[config.mk]
export PLATFORM = sky130hd
export DESIGN_NAME = calc_controller
export DESIGN_NICKNAME = d
export VERILOG_FILES = /design/src/rtl/calc_controller.sv
export SDC_FILE = /design/constraint.sdc
export NUM_CORES = 1
export LEC_CHECK = 0
export BUFFER_PORTS_ARGS = -buffer_cell sky130_fd_sc_hd__buf_2
export CORE_MARGIN = 1.5
export CORE_UTILIZATION = 35
export CTS_BUF_LIST = sky130_fd_sc_hd__clkbuf_2
export DETAILED_ROUTE_END_ITERATION = 10
export GPL_TIMING_DRIVEN = 0
export HOLD_SLACK_MARGIN = 0.1
export PLACE_DENSITY_LB_ADDON = 0.05
export REMOVE_ABC_BUFFERS = 1
export SLEW_MARGIN = 5
export SYNTH_ARGS = -nofsm -noshare
export SYNTH_HDL_FRONTEND = slang
export SYNTH_SLANG_ARGS = --single-unit
[constraint.sdc]
create_clock -name clock -period 2 [get_ports clock]
set_input_delay 0.3 -clock clock [delete_from_list [all_inputs] [get_ports clock]]
set_output_delay 0.3 -clock clock [all_outputs]
set_load 0.005 [all_outputs]
[src/rtl/calc_controller.sv]
// calc_controller: operand/opcode entry FSM driving an external ALU, then shift-add-3 BCD display.
// Optional EXEC watchdog is enabled by defining CALC_TIMEOUT_EN.
module calc_controller (
    input  logic       clock,
    input  logic       Reset_n,
    input  logic       Key_enter,
    input  logic [7:0] Switches,
    input  logic [1:0] Op,
    output logic [7:0] Alu_A,
    output logic [7:0] Alu_B,
    output logic [1:0] Alu_op,
    output logic       Alu_start,
    input  logic       Alu_done,
    input  logic [7:0] Alu_result,
    input  logic       Alu_overflow,
    input  logic       Alu_carry,
    output logic [3:0] Units,
    output logic [3:0] Tens,
    output logic [1:0] Hundreds,
    output logic       Zero,
    output logic       Overflow,
    output logic       Carry_out,
    output logic       Busy
);
    typedef enum logic [2:0] {WAIT_A, WAIT_B, WAIT_OP, EXEC, CONV, SHOW} state_t;
    state_t state_q, state_d;
    logic [7:0] a_q, a_d, b_q, b_d, res_q, res_d;
    logic [1:0] op_q, op_d, hund_q, hund_d;
    logic [3:0] units_q, units_d, tens_q, tens_d;
    logic [2:0] cnt_q, cnt_d;
    logic [16:0] w_q, w_d;
    logic [17:0] w_sh;
    logic [3:0] tens_adj, units_adj;
    logic start_q, start_d, ovf_c_q, ovf_c_d, car_c_q, car_c_d;
    logic zero_q, zero_d, ovf_q, ovf_d, car_q, car_d;
`ifdef CALC_TIMEOUT_EN
    logic [3:0] wd_q, wd_d;
`endif
    // w holds {hundreds lsb, tens, units, binary}; hundreds stays below 2 until the final shift
    assign tens_adj  = (w_q[15:12] > 4'd4) ? w_q[15:12] + 4'd3 : w_q[15:12];
    assign units_adj = (w_q[11:8] > 4'd4) ? w_q[11:8] + 4'd3 : w_q[11:8];
    assign w_sh      = {w_q[16], tens_adj, units_adj, w_q[7:0], 1'b0};
    always_comb begin
        state_d = state_q;
        a_d     = a_q;
        b_d     = b_q;
        op_d    = op_q;
        start_d = 1'b0;
        res_d   = res_q;
        ovf_c_d = ovf_c_q;
        car_c_d = car_c_q;
        w_d     = w_q;
        cnt_d   = cnt_q;
        units_d = units_q;
        tens_d  = tens_q;
        hund_d  = hund_q;
        zero_d  = zero_q;
        ovf_d   = ovf_q;
        car_d   = car_q;
`ifdef CALC_TIMEOUT_EN
        wd_d    = wd_q;
`endif
        case (state_q)
            WAIT_A: if (Key_enter) begin
                a_d     = Switches;
                state_d = WAIT_B;
            end
            WAIT_B: if (Key_enter) begin
                b_d     = Switches;
                state_d = WAIT_OP;
            end
            WAIT_OP: if (Key_enter) begin
                op_d    = Op;
                start_d = 1'b1;
                state_d = EXEC;
`ifdef CALC_TIMEOUT_EN
                wd_d    = 4'd0;
`endif
            end
            EXEC: if (Alu_done) begin
                res_d   = Alu_result;
                ovf_c_d = Alu_overflow;
                car_c_d = Alu_carry;
                w_d     = {9'd0, Alu_result};
                cnt_d   = 3'd0;
                state_d = CONV;
`ifdef CALC_TIMEOUT_EN
            end else if (wd_q == 4'hF) begin
                units_d = 4'd0;
                tens_d  = 4'd0;
                hund_d  = 2'd0;
                zero_d  = 1'b0;
                ovf_d   = 1'b1;
                car_d   = 1'b0;
                state_d = SHOW;
            end else begin
                wd_d    = wd_q + 4'd1;
`endif
            end
            CONV: begin
                w_d   = w_sh[16:0];
                cnt_d = cnt_q + 3'd1;
                if (cnt_q == 3'd7) begin
                    units_d = w_sh[11:8];
                    tens_d  = w_sh[15:12];
                    hund_d  = w_sh[17:16];
                    zero_d  = (res_q == 8'd0);
                    ovf_d   = ovf_c_q;
                    car_d   = car_c_q;
                    state_d = SHOW;
                end
            end
            SHOW: if (Key_enter) state_d = WAIT_A;
            default: state_d = WAIT_A;
        endcase
    end
    always_ff @(posedge clock or negedge Reset_n) begin
        if (!Reset_n) begin
            state_q <= WAIT_A;
            a_q     <= '0;
            b_q     <= '0;
            op_q    <= '0;
            start_q <= 1'b0;
            res_q   <= '0;
            ovf_c_q <= 1'b0;
            car_c_q <= 1'b0;
            w_q     <= '0;
            cnt_q   <= '0;
            units_q <= '0;
            tens_q  <= '0;
            hund_q  <= '0;
            zero_q  <= 1'b0;
            ovf_q   <= 1'b0;
            car_q   <= 1'b0;
`ifdef CALC_TIMEOUT_EN
            wd_q    <= '0;
`endif
        end else begin
            state_q <= state_d;
            a_q     <= a_d;
            b_q     <= b_d;
            op_q    <= op_d;
            start_q <= start_d;
            res_q   <= res_d;
            ovf_c_q <= ovf_c_d;
            car_c_q <= car_c_d;
            w_q     <= w_d;
            cnt_q   <= cnt_d;
            units_q <= units_d;
            tens_q  <= tens_d;
            hund_q  <= hund_d;
            zero_q  <= zero_d;
            ovf_q   <= ovf_d;
            car_q   <= car_d;
`ifdef CALC_TIMEOUT_EN
            wd_q    <= wd_d;
`endif
        end
    end
    assign Alu_A     = a_q;
    assign Alu_B     = b_q;
    assign Alu_op    = op_q;
    assign Alu_start = start_q;
    assign Units     = units_q;
    assign Tens      = tens_q;
    assign Hundreds  = hund_q;
    assign Zero      = zero_q;
    assign Overflow  = ovf_q;
    assign Carry_out = car_q;
    assign Busy      = (state_q == EXEC) || (state_q == CONV);
endmodule

==> out/results.ini, run 1 <==
[clocking]
cts.htree.levels=3
cts_tree=yes
numCtsBuffers=9
clk_pin_slew_ns=0.21
cts.sinks=65
clockRootBuffer=clkbuf_2
cts.path.max_buffers=2
insertion_delay_ns=0.48

[drt]
drc=0
dr.pass1.iters=4
wl_per_cell_um=13.53
drtIter0Drc=61
finalWirelength_um=5574
num_vias=1954
routed_via_density=4.743
postRouteAntennaNets=0

[sta]
fmax_mhz=539.8
finalCritPeriodShare_pct=92.63
fin_ws_ns=0.1475
whs_ns=0.1508
layout_min_cycle_time_ns=1.853
timing.slew.headroom_pct=64.44
final.setup.tns_ns=0
hold_viol=0
tightestPinTransition_ns=0.5319
slew_viol_final=0
finalSetupViolCount=0
clock_skew_ns=0.03178

[worst_hold_path]
hold_path.class=in2reg
min_path_cells=3
min_from=Alu_result[7]
worst_hold_path.endpoint=res_q[7]$_DFFE_PN0P_

[placement]
pre_cts_ws_ns=0.04397
dp.cells=372
io_buffer_count=56
gp_congestion=0.6644
place_hpwl_um=3582

[global_route]
grt_max_degree=66
grt_first_pass_wirelength_um=9411
grt-ovfl-total=0
grt_pass1_vias=1952
grt_antenna_before_repair=0
grtUsageTotal_pct=14.24

[power]
sequentialPowerShare_pct=45.9
clockPowerShare_pct=19.7
swShare_pct=33.75
max-vdd-ir-drop_v=0.0004697
p_total_w=0.004643
internal-power_w=0.003076
power_density_nw_per_um2=1314
power_switching_w=0.001567
power.leakage_nw=1.761
combPwrFrac_pct=34.4

[die]
die_y_um=92.49
io_pins=57
start_util_pct=36.27
fp-row-count=32
die_w_um=92.49
core_area_sq_um=7727
dieArea_sq_um=8553

[worst_setup_path]
crit_required_ns=1.70
r2r_slack_ns=0.23
critPathMaxFanout=5
reg2reg_depth=5
crit_type=reg2out
worstPathArrival_ns=1.55
r2r-start=state_q[0]$_DFFE_PN0P_
r2r-end=w_q[5]$_DFFE_PN0P_
start_kind=register
cp-end-kind=output pin

[synth]
seq_area_frac_synth_pct=58.04
netlist_instances=222
synth_area_per_cell_sq_um=12.62
ys_seq_elements=65
synth.cell_area_sq_um=2803
ys_types=32
ys_warn_count=0

[final_layout]
area_delta_synth_final_pct=26.07
drive_above_1_share_pct=37.42
fin_nets=335
n_antenna_cell=0
fin_cells=412
n_fill_cell=739

[outcome]
outcome=completed

[run]
maxCapViolCount=0

==> through the flow <==
stage	instance area, sq um	util [%]
after floorplan	2725	-
after global placement	3133	40.54
after detailed placement	3163	40.93
after CTS	3495	45.22
after global routing	3533	45.73
final	3533	45.73
==> layout by cell type (no fill, tap or decap), drive strengths merged, types with 6 or more instances in the layout <==
cell	netlist	layout
clkbuf	1	9
a21oi	7	7
nor3	7	7
mux2	26	26
and2	8	8
dfrtp	65	65
a21o	7	7
inv	8	9
nand2	34	34
dlygate4sd3	0	19
a221o	7	7
ha	6	6
a22o	9	9
buf	8	62
o21ai	7	7
==> repair_timing <==
| action | 4_1_cts | 5_1_grt |
|---|---|---|
| endpoints found under the hold margin | 92 | 0 |
| hold buffers | 19 | 0 |
| setup buffers | 0 | 5 |
| setup endpoints to repair | 1 | 1 |
| gates resized for setup | 2 | 1 |
==> cell type report <==
type / count / area (sq um) / share of cell area (%)
Clock buffer: 9 / 45.04 / 1.275
Sequential cell: 65 / 1630 / 46.14
Multi-Input combinational cell: 140 / 1069 / 30.24
Clock inverter: 7 / 93.84 / 2.656
Tap cell: 102 / 127.6 / 3.612
Inverter: 8 / 30.03 / 0.8499
Timing Repair Buffer: 81 / 538.0 / 15.23
==> power by group through the flow <==
stage               Clock, W  Combinational (W)  Sequential, W
global placement           0            0.00147        0.00218
CTS                 0.000953            0.00152        0.00216
finish              0.000913            0.00160        0.00213
detailed placement         0            0.00149        0.00218
global route         0.00100            0.00181        0.00220
floorplan                  0            0.00102        0.00214
==> kinds of logic after synthesis <==
family                   count (synthesis)  synth area share, %
buffers and inverters                   17                3.839
flip-flops                              65                58.04
multiplexers                            26                10.45
XOR/XNOR                                 2               0.6251
AND/OR/NAND/NOR                         61                12.37
AO/OA/AOI/OAI                           45                12.01
adder cells (fa/ha/maj)                  6                2.679
==> synthesized netlist by cell type (all sizes together) <==
cell	count	share of area [%]
nor3	7	3.0
o21bai	2	0.54
ha	6	2.7
clkbuf	1	0.13
nor4	2	0.45
buf	8	2.6
mux2	26	10
o22ai	1	0.22
nor2	5	1.2
and2	8	1.9
nand3	3	0.54
a31o	1	0.31
nand2b	1	0.49
nand2	34	4.6
o2bb2ai	4	1.2
xnor2	2	0.63
a21o	7	1.9
o21ai	7	1.2
a221o	7	2.5
inv	8	1.1
a22o	9	2.8
or3	1	0.22
a21oi	7	1.2
dfrtp	65	58
==> worst max-delay path, stage by stage, from the launching register on <==
cell	delay, ns
dfrtp_2	0.51
nor2_4	0.13
nand2_1	0.16
o21ai_0	0.13
buf_2	0.14
==> layer usage <==
layer	wire length, um	vias up	global-route usage, %
met5	0	-	0
met4	68	0	6.154
met3	179	6	3.038
met2	2606	35	22.00
met1	2719	965	19.24
li1	-	948	-
==> registers in the layout, indices dropped and copies added (netlist names), 2 cells and up <==
name / cells
w_q: 17
Alu_A: 8
Alu_B: 8
res_q: 8
Tens: 4
Units: 4
cnt_q: 3
state_q: 3
Alu_op: 2
Hundreds: 2
==> how the worst max path moves through the flow <==
stage	start	end	depth (start not counted)
after floorplan	state_q[1]$_DFFE_PN0P_	w_q[7]$_DFFE_PN0P_	4
after global placement	state_q[1]$_DFFE_PN0P_	w_q[5]$_DFFE_PN0P_	4
after detailed placement	state_q[0]$_DFFE_PN0P_	w_q[2]$_DFFE_PN0P_	4
after CTS	state_q[0]$_DFFE_PN0P_	Busy	4
after global routing	state_q[0]$_DFFE_PN0P_	Busy	4
final	state_q[0]$_DFFE_PN0P_	Busy	4
No activity file was read; power rests on OpenSTA's default activity.
==> run 2, diff against run 1 <==
--- a/config.mk
+++ b/config.mk
@@ -6,6 +6,8 @@
 export NUM_CORES = 1
 export LEC_CHECK = 0
 export BUFFER_PORTS_ARGS = -buffer_cell sky130_fd_sc_hd__buf_2
+export CELL_PAD_IN_SITES_DETAIL_PLACEMENT = 0
+export CELL_PAD_IN_SITES_GLOBAL_PLACEMENT = 1
 export CORE_MARGIN = 1.5
 export CORE_UTILIZATION = 35
 export CTS_BUF_LIST = sky130_fd_sc_hd__clkbuf_2
==> run 2 against run 1 <==
Setup slack gained 0.024 ns. Clock power shrank 21%. Global-route usage shrank 0.22 points. Sequential power is essentially flat. Sequential share of layout area grew 1.5 points. Sequential cell count is the same. Highest routed layer unchanged.
==> out/results.ini, run 2 (synthesis results as in run 1) <==
[die]
core_area_sq_um=7727  ; unchanged
dieArea_sq_um=8553  ; unchanged
io_pins=57  ; unchanged
fp-row-count=32  ; unchanged
die_y_um=92.49  ; unchanged
start_util_pct=36.27  ; unchanged
die_w_um=92.49  ; unchanged

[final_layout]
area_delta_synth_final_pct=22.10
n_fill_cell=728  ; -1.5%
layout_common_cells=dfrtp_1 (62), buf_2 (55), nand2_1 (34)
largest_register_ffs=17  ; unchanged
n_antenna_cell=0  ; unchanged
top_register=w_q
drive_above_1_share_pct=37.17  ; -0.25 points
mostFrequentLayoutCell=dfrtp_1
fin_nets=330  ; -1.5%

[placement]
place_hpwl_um=3563  ; -0.52%
gp_congestion=0.7334  ; +10%
pre_cts_ws_ns=0.02969  ; -0.01428 ns
io_buffer_count=56  ; unchanged

[worst_setup_path]
critPathMaxFanout=8  ; +3
crit_chain=nor2_4 > nand2_1 > o21ai_0 > buf_2
worstPathArrival_ns=1.53  ; -0.02 ns
crit_type=reg2out
start_kind=register
reg2reg_depth=5  ; unchanged
cpPeakStageDelay_ns=0.54  ; +0.03 ns
cp_num_buf_inv=1  ; unchanged
crit_required_ns=1.70  ; about the same
r2r-start=cnt_q[1]$_DFFE_PN0P_
cp_slowest_cell=dfrtp_2
path_delay_family=flip-flops
r2r-end=Tens[3]$_DFFE_PN0P_
cp-end-kind=output pin
r2r_slack_ns=0.29  ; +0.06 ns

[drt]
wl_per_cell_um=13.47  ; -0.45%
finalWirelength_um=5468  ; -1.9%
drc=0  ; unchanged
dr.pass1.iters=4  ; unchanged
routed_via_density=4.685  ; -1.2%
num_vias=1902  ; -2.7%
postRouteAntennaNets=0  ; unchanged
drtIter0Drc=70  ; +15%

[clocking]
clk_pin_slew_ns=0.17  ; -0.04 ns
cts.sinks=65  ; unchanged
clockRootBuffer=clkbuf_2
cts.htree.levels=3  ; unchanged
insertion_delay_ns=0.47  ; about the same
numCtsBuffers=9  ; unchanged
cts.path.max_buffers=2  ; unchanged
cts_tree=yes

[sta]
finalCritPeriodShare_pct=91.42  ; -1.2 points
slew_viol_final=0  ; unchanged
fmax_mhz=546.9  ; +1.3%
finalSetupViolCount=0  ; unchanged
hold_viol=0  ; unchanged
rsz0062_at_grt=false
layout_min_cycle_time_ns=1.828  ; -0.02419 ns
clock_skew_ns=0.02282  ; -0.008959 ns
fin_ws_ns=0.1717  ; +0.02419 ns
tightestPinTransition_ns=0.8011  ; +0.2692 ns
timing.slew.headroom_pct=46.59  ; -18 points
final.setup.tns_ns=0  ; unchanged

[worst_hold_path]
min_path_cells=3  ; unchanged
min_from=Alu_result[2]
hold_path.class=in2reg
worst_hold_path.endpoint=res_q[2]$_DFFE_PN0P_

[power]
p_total_w=0.004423  ; -4.8%
power_density_nw_per_um2=1292  ; -1.7%
power.leakage_nw=1.721  ; -2.2%
max-vdd-ir-drop_v=0.0004700  ; about the same

[global_route]
grt_first_pass_wirelength_um=9259  ; -1.6%
grtUsageTotal_pct=14.02  ; -0.22 points
grt_busiest_layer=met2
grt_antenna_before_repair=0  ; unchanged
met2_usage_pct=22.12  ; +0.12 points
grt_max_degree=66  ; unchanged
grt_pass1_vias=1964  ; +0.61%
grt-ovfl-total=0  ; unchanged
grtUsageMet1_pct=18.01  ; -1.2 points
grt_use_met3_pct=3.284  ; +0.25 points

[run]
maxCapViolCount=0  ; unchanged

[outcome]
outcome=completed

[run 2: changes by cell type in the layout (fill, tap and decap cells not counted)]
| cell | before | now |
|---|---|---|
| buf_16 | 1 | 0 |
| buf_4 | 6 | 7 |
| bufinv_16 | 2 | 1 |
| clkbuf_2 | 9 | 10 |
| clkinv_1 | 0 | 2 |
| clkinvlp_4 | 2 | 0 |
| dlygate4sd3_1 | 19 | 14 |
| inv_6 | 1 | 0 |
[run 2: area by class of cell]
class	instances	area (sq um)	share of cell area, %
sequential	65	1630	47.64
timing repair buffer	76	467.9	13.67
clock inverter	5	47.55	1.389
tap	102	127.6	3.729
inverter	8	30.03	0.8775
clock buffer	10	50.05	1.463
multi-input combinational	140	1069	31.22
[run 2: per-stage QoR]
stage	hold WS [ns]	util [%]	instance area (sq um)	instances
floorplan	0.004409	-	2725	213
global placement	0.4515	40.54	3133	371
detailed placement	0.4492	40.58	3136	371
CTS	0.1051	43.67	3374	400
global route	0.1080	44.28	3422	406
finish	0.1420	44.28	3422	406
[run 2: power breakdown]
group / internal [W] / switching [W] / total, W
Sequential: 0.00179 / 0.000351 / 0.00214
Clock: 0.000276 / 0.000446 / 0.000722
Combinational: 0.000857 / 0.000707 / 0.00156
Total: 0.00292 / 0.00150 / 0.00442
[run 2: repair_timing]
item	CTS	global route
gates resized for setup	1	2
hold endpoints to repair	87	0
hold buffers	14	0
buffers inserted	0	6
endpoints found under the setup margin	1	15
pin swaps	0	1
[run 2: worst min-delay path, delay by kind of cell]
family | cells | cell delay, ns
and+or+nand+nor | 1 | 0.13
AOI/OAI and AO/OA | 1 | 0.09
buffers and inverters | 1 | 0.07
[run 2: layer usage]
| metal | vias to the layer above | routed length [um] |
|---|---|---|
| met3 | 8 | 165 |
| li1 | 940 | - |
| met1 | 923 | 2652 |
| met4 | 0 | 97 |
| met5 | - | 0 |
| met2 | 31 | 2553 |
[run 2: worst max path at each step]
stage | start | slack [ns] | endpoint | cells past startpoint
2_1_floorplan | state_q[1]$_DFFE_PN0P_ | 0.38 | w_q[7]$_DFFE_PN0P_ | 4
3_3_place_gp | state_q[0]$_DFFE_PN0P_ | 0.02 | w_q[4]$_DFFE_PN0P_ | 4
3_5_place_dp | state_q[1]$_DFFE_PN0P_ | 0.03 | w_q[3]$_DFFE_PN0P_ | 4
4_1_cts | state_q[0]$_DFFE_PN0P_ | 0.0002 | Busy | 4
5_1_grt | state_q[1]$_DFFE_PN0P_ | 0.009 | Busy | 4
6_report | state_q[1]$_DFFE_PN0P_ | 0.17 | Busy | 4
==> run 3, diff against run 2 <==
--- a/config.mk
+++ b/config.mk
@@ -5,11 +5,12 @@
 export SDC_FILE = /design/constraint.sdc
 export NUM_CORES = 1
 export LEC_CHECK = 0
+export ABC_AREA = 1
 export BUFFER_PORTS_ARGS = -buffer_cell sky130_fd_sc_hd__buf_2
 export CELL_PAD_IN_SITES_DETAIL_PLACEMENT = 0
 export CELL_PAD_IN_SITES_GLOBAL_PLACEMENT = 1
 export CORE_MARGIN = 1.5
-export CORE_UTILIZATION = 35
+export CORE_UTILIZATION = 43
 export CTS_BUF_LIST = sky130_fd_sc_hd__clkbuf_2
 export DETAILED_ROUTE_END_ITERATION = 10
 export GPL_TIMING_DRIVEN = 0
==> run 3 against run 2 <==
Sequential share of layout area shrank 2.0 points. Utilization increased by 11 points. Critical endpoint unchanged. Cell count increased by 23%. Clock power up 4.4%. Count of clock-buffer cells in the layout up 2. Critical path type unchanged. Non-clock buffer count rose by 1. First-iteration DRC count increased by 39%. Largest power group unchanged.
==> out/results.ini, run 3 <==
[outcome]
outcome=completed

[global_route]
grt-ovfl-total=0  ; unchanged
grt_antenna_before_repair=0  ; unchanged
grt_pass1_vias=2269  ; +16%
grt_first_pass_wirelength_um=10300  ; +11%
grtUsageTotal_pct=17.97  ; +4.0 points
grt_max_degree=66  ; unchanged

[synth]
synth_area_leaders=dfrtp_1 (55%), nand2_1 (16%), o21ai_0 (4.9%)
synth_top_area_cell=dfrtp_1
ys_warn_count=0  ; unchanged
synth_top_area_share_pct=55.27  ; -2.8 points
synth_top_flop_cell=dfrtp_1
synth-edff-count=0  ; unchanged
ys_types=25  ; -22%
synth_area_per_cell_sq_um=8.732  ; -31%
synthArstFlopShare_pct=100.0  ; unchanged
ys_seq_elements=65  ; unchanged
seq_area_frac_synth_pct=55.27  ; -2.8 points
netlist_instances=337  ; +52%
synth_commonest_cells=nand2_1 (123), dfrtp_1 (65), inv_1 (37)
synth.cell_area_sq_um=2943  ; +5.0%
synth.most_common_cell=nand2_1

[worst_setup_path]
cp-end-kind=output pin
critPathMaxFanout=12  ; +4
crit_required_ns=1.70  ; about the same
crit_type=reg2out
worstPathArrival_ns=1.52  ; about the same
start_kind=register

[die]
die_y_um=85.73  ; -7.3%
fp-row-count=29  ; -9.4%
io_pins=57  ; unchanged
core_area_sq_um=6495  ; -16%
dieArea_sq_um=7349  ; -14%
start_util_pct=45.31  ; +9.0 points
die_w_um=85.73  ; -7.3%

[power]
power.leakage_nw=1.977  ; +15%
power_density_nw_per_um2=1357  ; +5.0%
max-vdd-ir-drop_v=0.0007292  ; +55%
p_total_w=0.004837  ; +9.4%

[placement]
place_hpwl_um=3721  ; +4.4%
post_dp_cell_area_sq_um=3236  ; +3.2%
io_buffer_count=56  ; unchanged
gp_congestion=0.7613  ; +3.8%

[final_layout]
drive_above_1_share_pct=23.04  ; -14 points
largest_register_ffs=17  ; unchanged
fin_nets=446  ; +35%
mostFrequentLayoutCell=nand2_1
area_delta_synth_final_pct=21.09
layout_common_cells=nand2_1 (122), dfrtp_1 (64), buf_2 (55)
n_antenna_cell=0  ; unchanged
top_register=w_q
fin_area_sq_um=3563  ; +4.1%

[drt]
num_vias=2339  ; +23%
dr.pass1.iters=4  ; unchanged
finalWirelength_um=5857  ; +7.1%
routed_via_density=4.697  ; +0.26%
drtIter0Drc=97  ; +39%
wl_per_cell_um=11.76  ; -13%
postRouteAntennaNets=0  ; unchanged
drc=0  ; unchanged

[sta]
clock_skew_ns=0.02049  ; -0.002328 ns
timing.slew.headroom_pct=45.97  ; -0.63 points
finalCritPeriodShare_pct=91.05  ; -0.36 points
finalSetupViolCount=0  ; unchanged
tightestPinTransition_ns=0.8105  ; +0.009402 ns
layout_min_cycle_time_ns=1.821  ; -0.007227 ns
rsz0062_at_grt=false
slew_viol_final=0  ; unchanged
fmax_mhz=549.1  ; +0.40%
hold_viol=0  ; unchanged

[clocking]
numCtsBuffers=9  ; unchanged
insertion_delay_ns=0.48  ; about the same
cts.htree.levels=3  ; unchanged
cts.path.max_buffers=2  ; unchanged
cts_tree=yes
clk_pin_slew_ns=0.15  ; -0.02 ns
cts.sinks=65  ; unchanged
cts_setup_buffers=0  ; unchanged
clockRootBuffer=clkbuf_2

[run]
maxCapViolCount=0  ; unchanged

[worst_hold_path]
hold_path.class=in2reg

run 3: cell count changes in the layout (fill, tap and decap cells not counted), sizes merged, moves of 7 or more:
cell | before | now
nand2 | 34 | 134
inv | 8 | 40
o21ai | 7 | 35
nand3 | 3 | 30
mux2 | 26 | 0
a22o | 9 | 0
and2 | 8 | 0
a21o | 7 | 0
a221o | 7 | 0
dlygate4sd3 | 14 | 21
nor3 | 7 | 0
run 3: cell type report:
type,instances,area (sq um)
inverters,41,157.7
fillers,675,2932
multi-input cells,222,1085
clock inverters,4,43.79
flip-flops and latches,65,1628
repair buffers,77,493.0
well taps,77,96.34
clock buffers,12,60.06
run 3: kinds of logic after synthesis:
group,Yosys count,share of synthesized area [%]
AO/OA/AOI/OAI,38,7.015
XOR/XNOR,2,0.5953
adder cells (fa/ha/maj),6,2.551
buffers and inverters,50,8.291
flip-flops,65,55.27
AND/OR/NAND/NOR,176,26.28
run 3: worst max-delay path, cell delays in order (launching register included):
cell and delay, ns:
dfrtp_2 0.52, nor2_4 0.17, nand2_4 0.14, nand2_1 0.11
buf_2 0.11
run 3: worst paths after layout:
path	start	end	slack (ns)	cells past startpoint
hold / removal	Key_enter	Alu_start$_DFF_PN0_	0.17	3
setup / recovery	state_q[0]$_DFFE_PN0P_	Busy	0.18	4
max in group asynchronous	Reset_n	state_q[0]$_DFFE_PN0P_	0.98	2
hold reg to reg	Hundreds[1]$_DFFE_PN0P_	Hundreds[1]$_DFFE_PN0P_	0.48	2
setup reg to reg	state_q[0]$_DFFE_PN0P_	Units[0]$_DFFE_PN0P_	0.36	5
min in group asynchronous	Reset_n	Overflow$_DFFE_PN0P_	0.41	2
run 3: power by group:
group	switching, W	internal [W]
Clock	0.000456	0.000298
Sequential	0.000328	0.00187
Combinational	0.00111	0.000774
Total	0.00190	0.00294
run 3: per-stage QoR:
step,TNS [ns],hold slack [ns],utilization (%),setup WS [ns],std cells
global route,0,0.1465,54.86,0.06823,498
finish,0,0.1651,54.86,0.1789,498
CTS,0,0.1389,54.79,0.04636,498
floorplan,0,0.004409,-,0.3789,328
global placement,-2.264,0.4528,49.78,-0.1967,461
detailed placement,-1.922,0.4539,49.82,-0.1721,461
run 3: what timing repair did:
action                                  4_1_cts  5_1_grt
hold buffers                                 21        0
gates resized for setup                       3        1
endpoints found under the hold margin       100        0
endpoints found under the setup margin       14        1
run 3: per-layer routing:
layer | vias up | track usage (%) | wire (um) | share of wire, %
li1 | 1210 | - | - | -
met1 | 1076 | 22.98 | 2808 | 48
met2 | 46 | 29.35 | 2776 | 47
met3 | 7 | 4.042 | 186 | 3.2
met4 | 0 | 7.918 | 85 | 1.5
met5 | - | 0 | 0 | 0
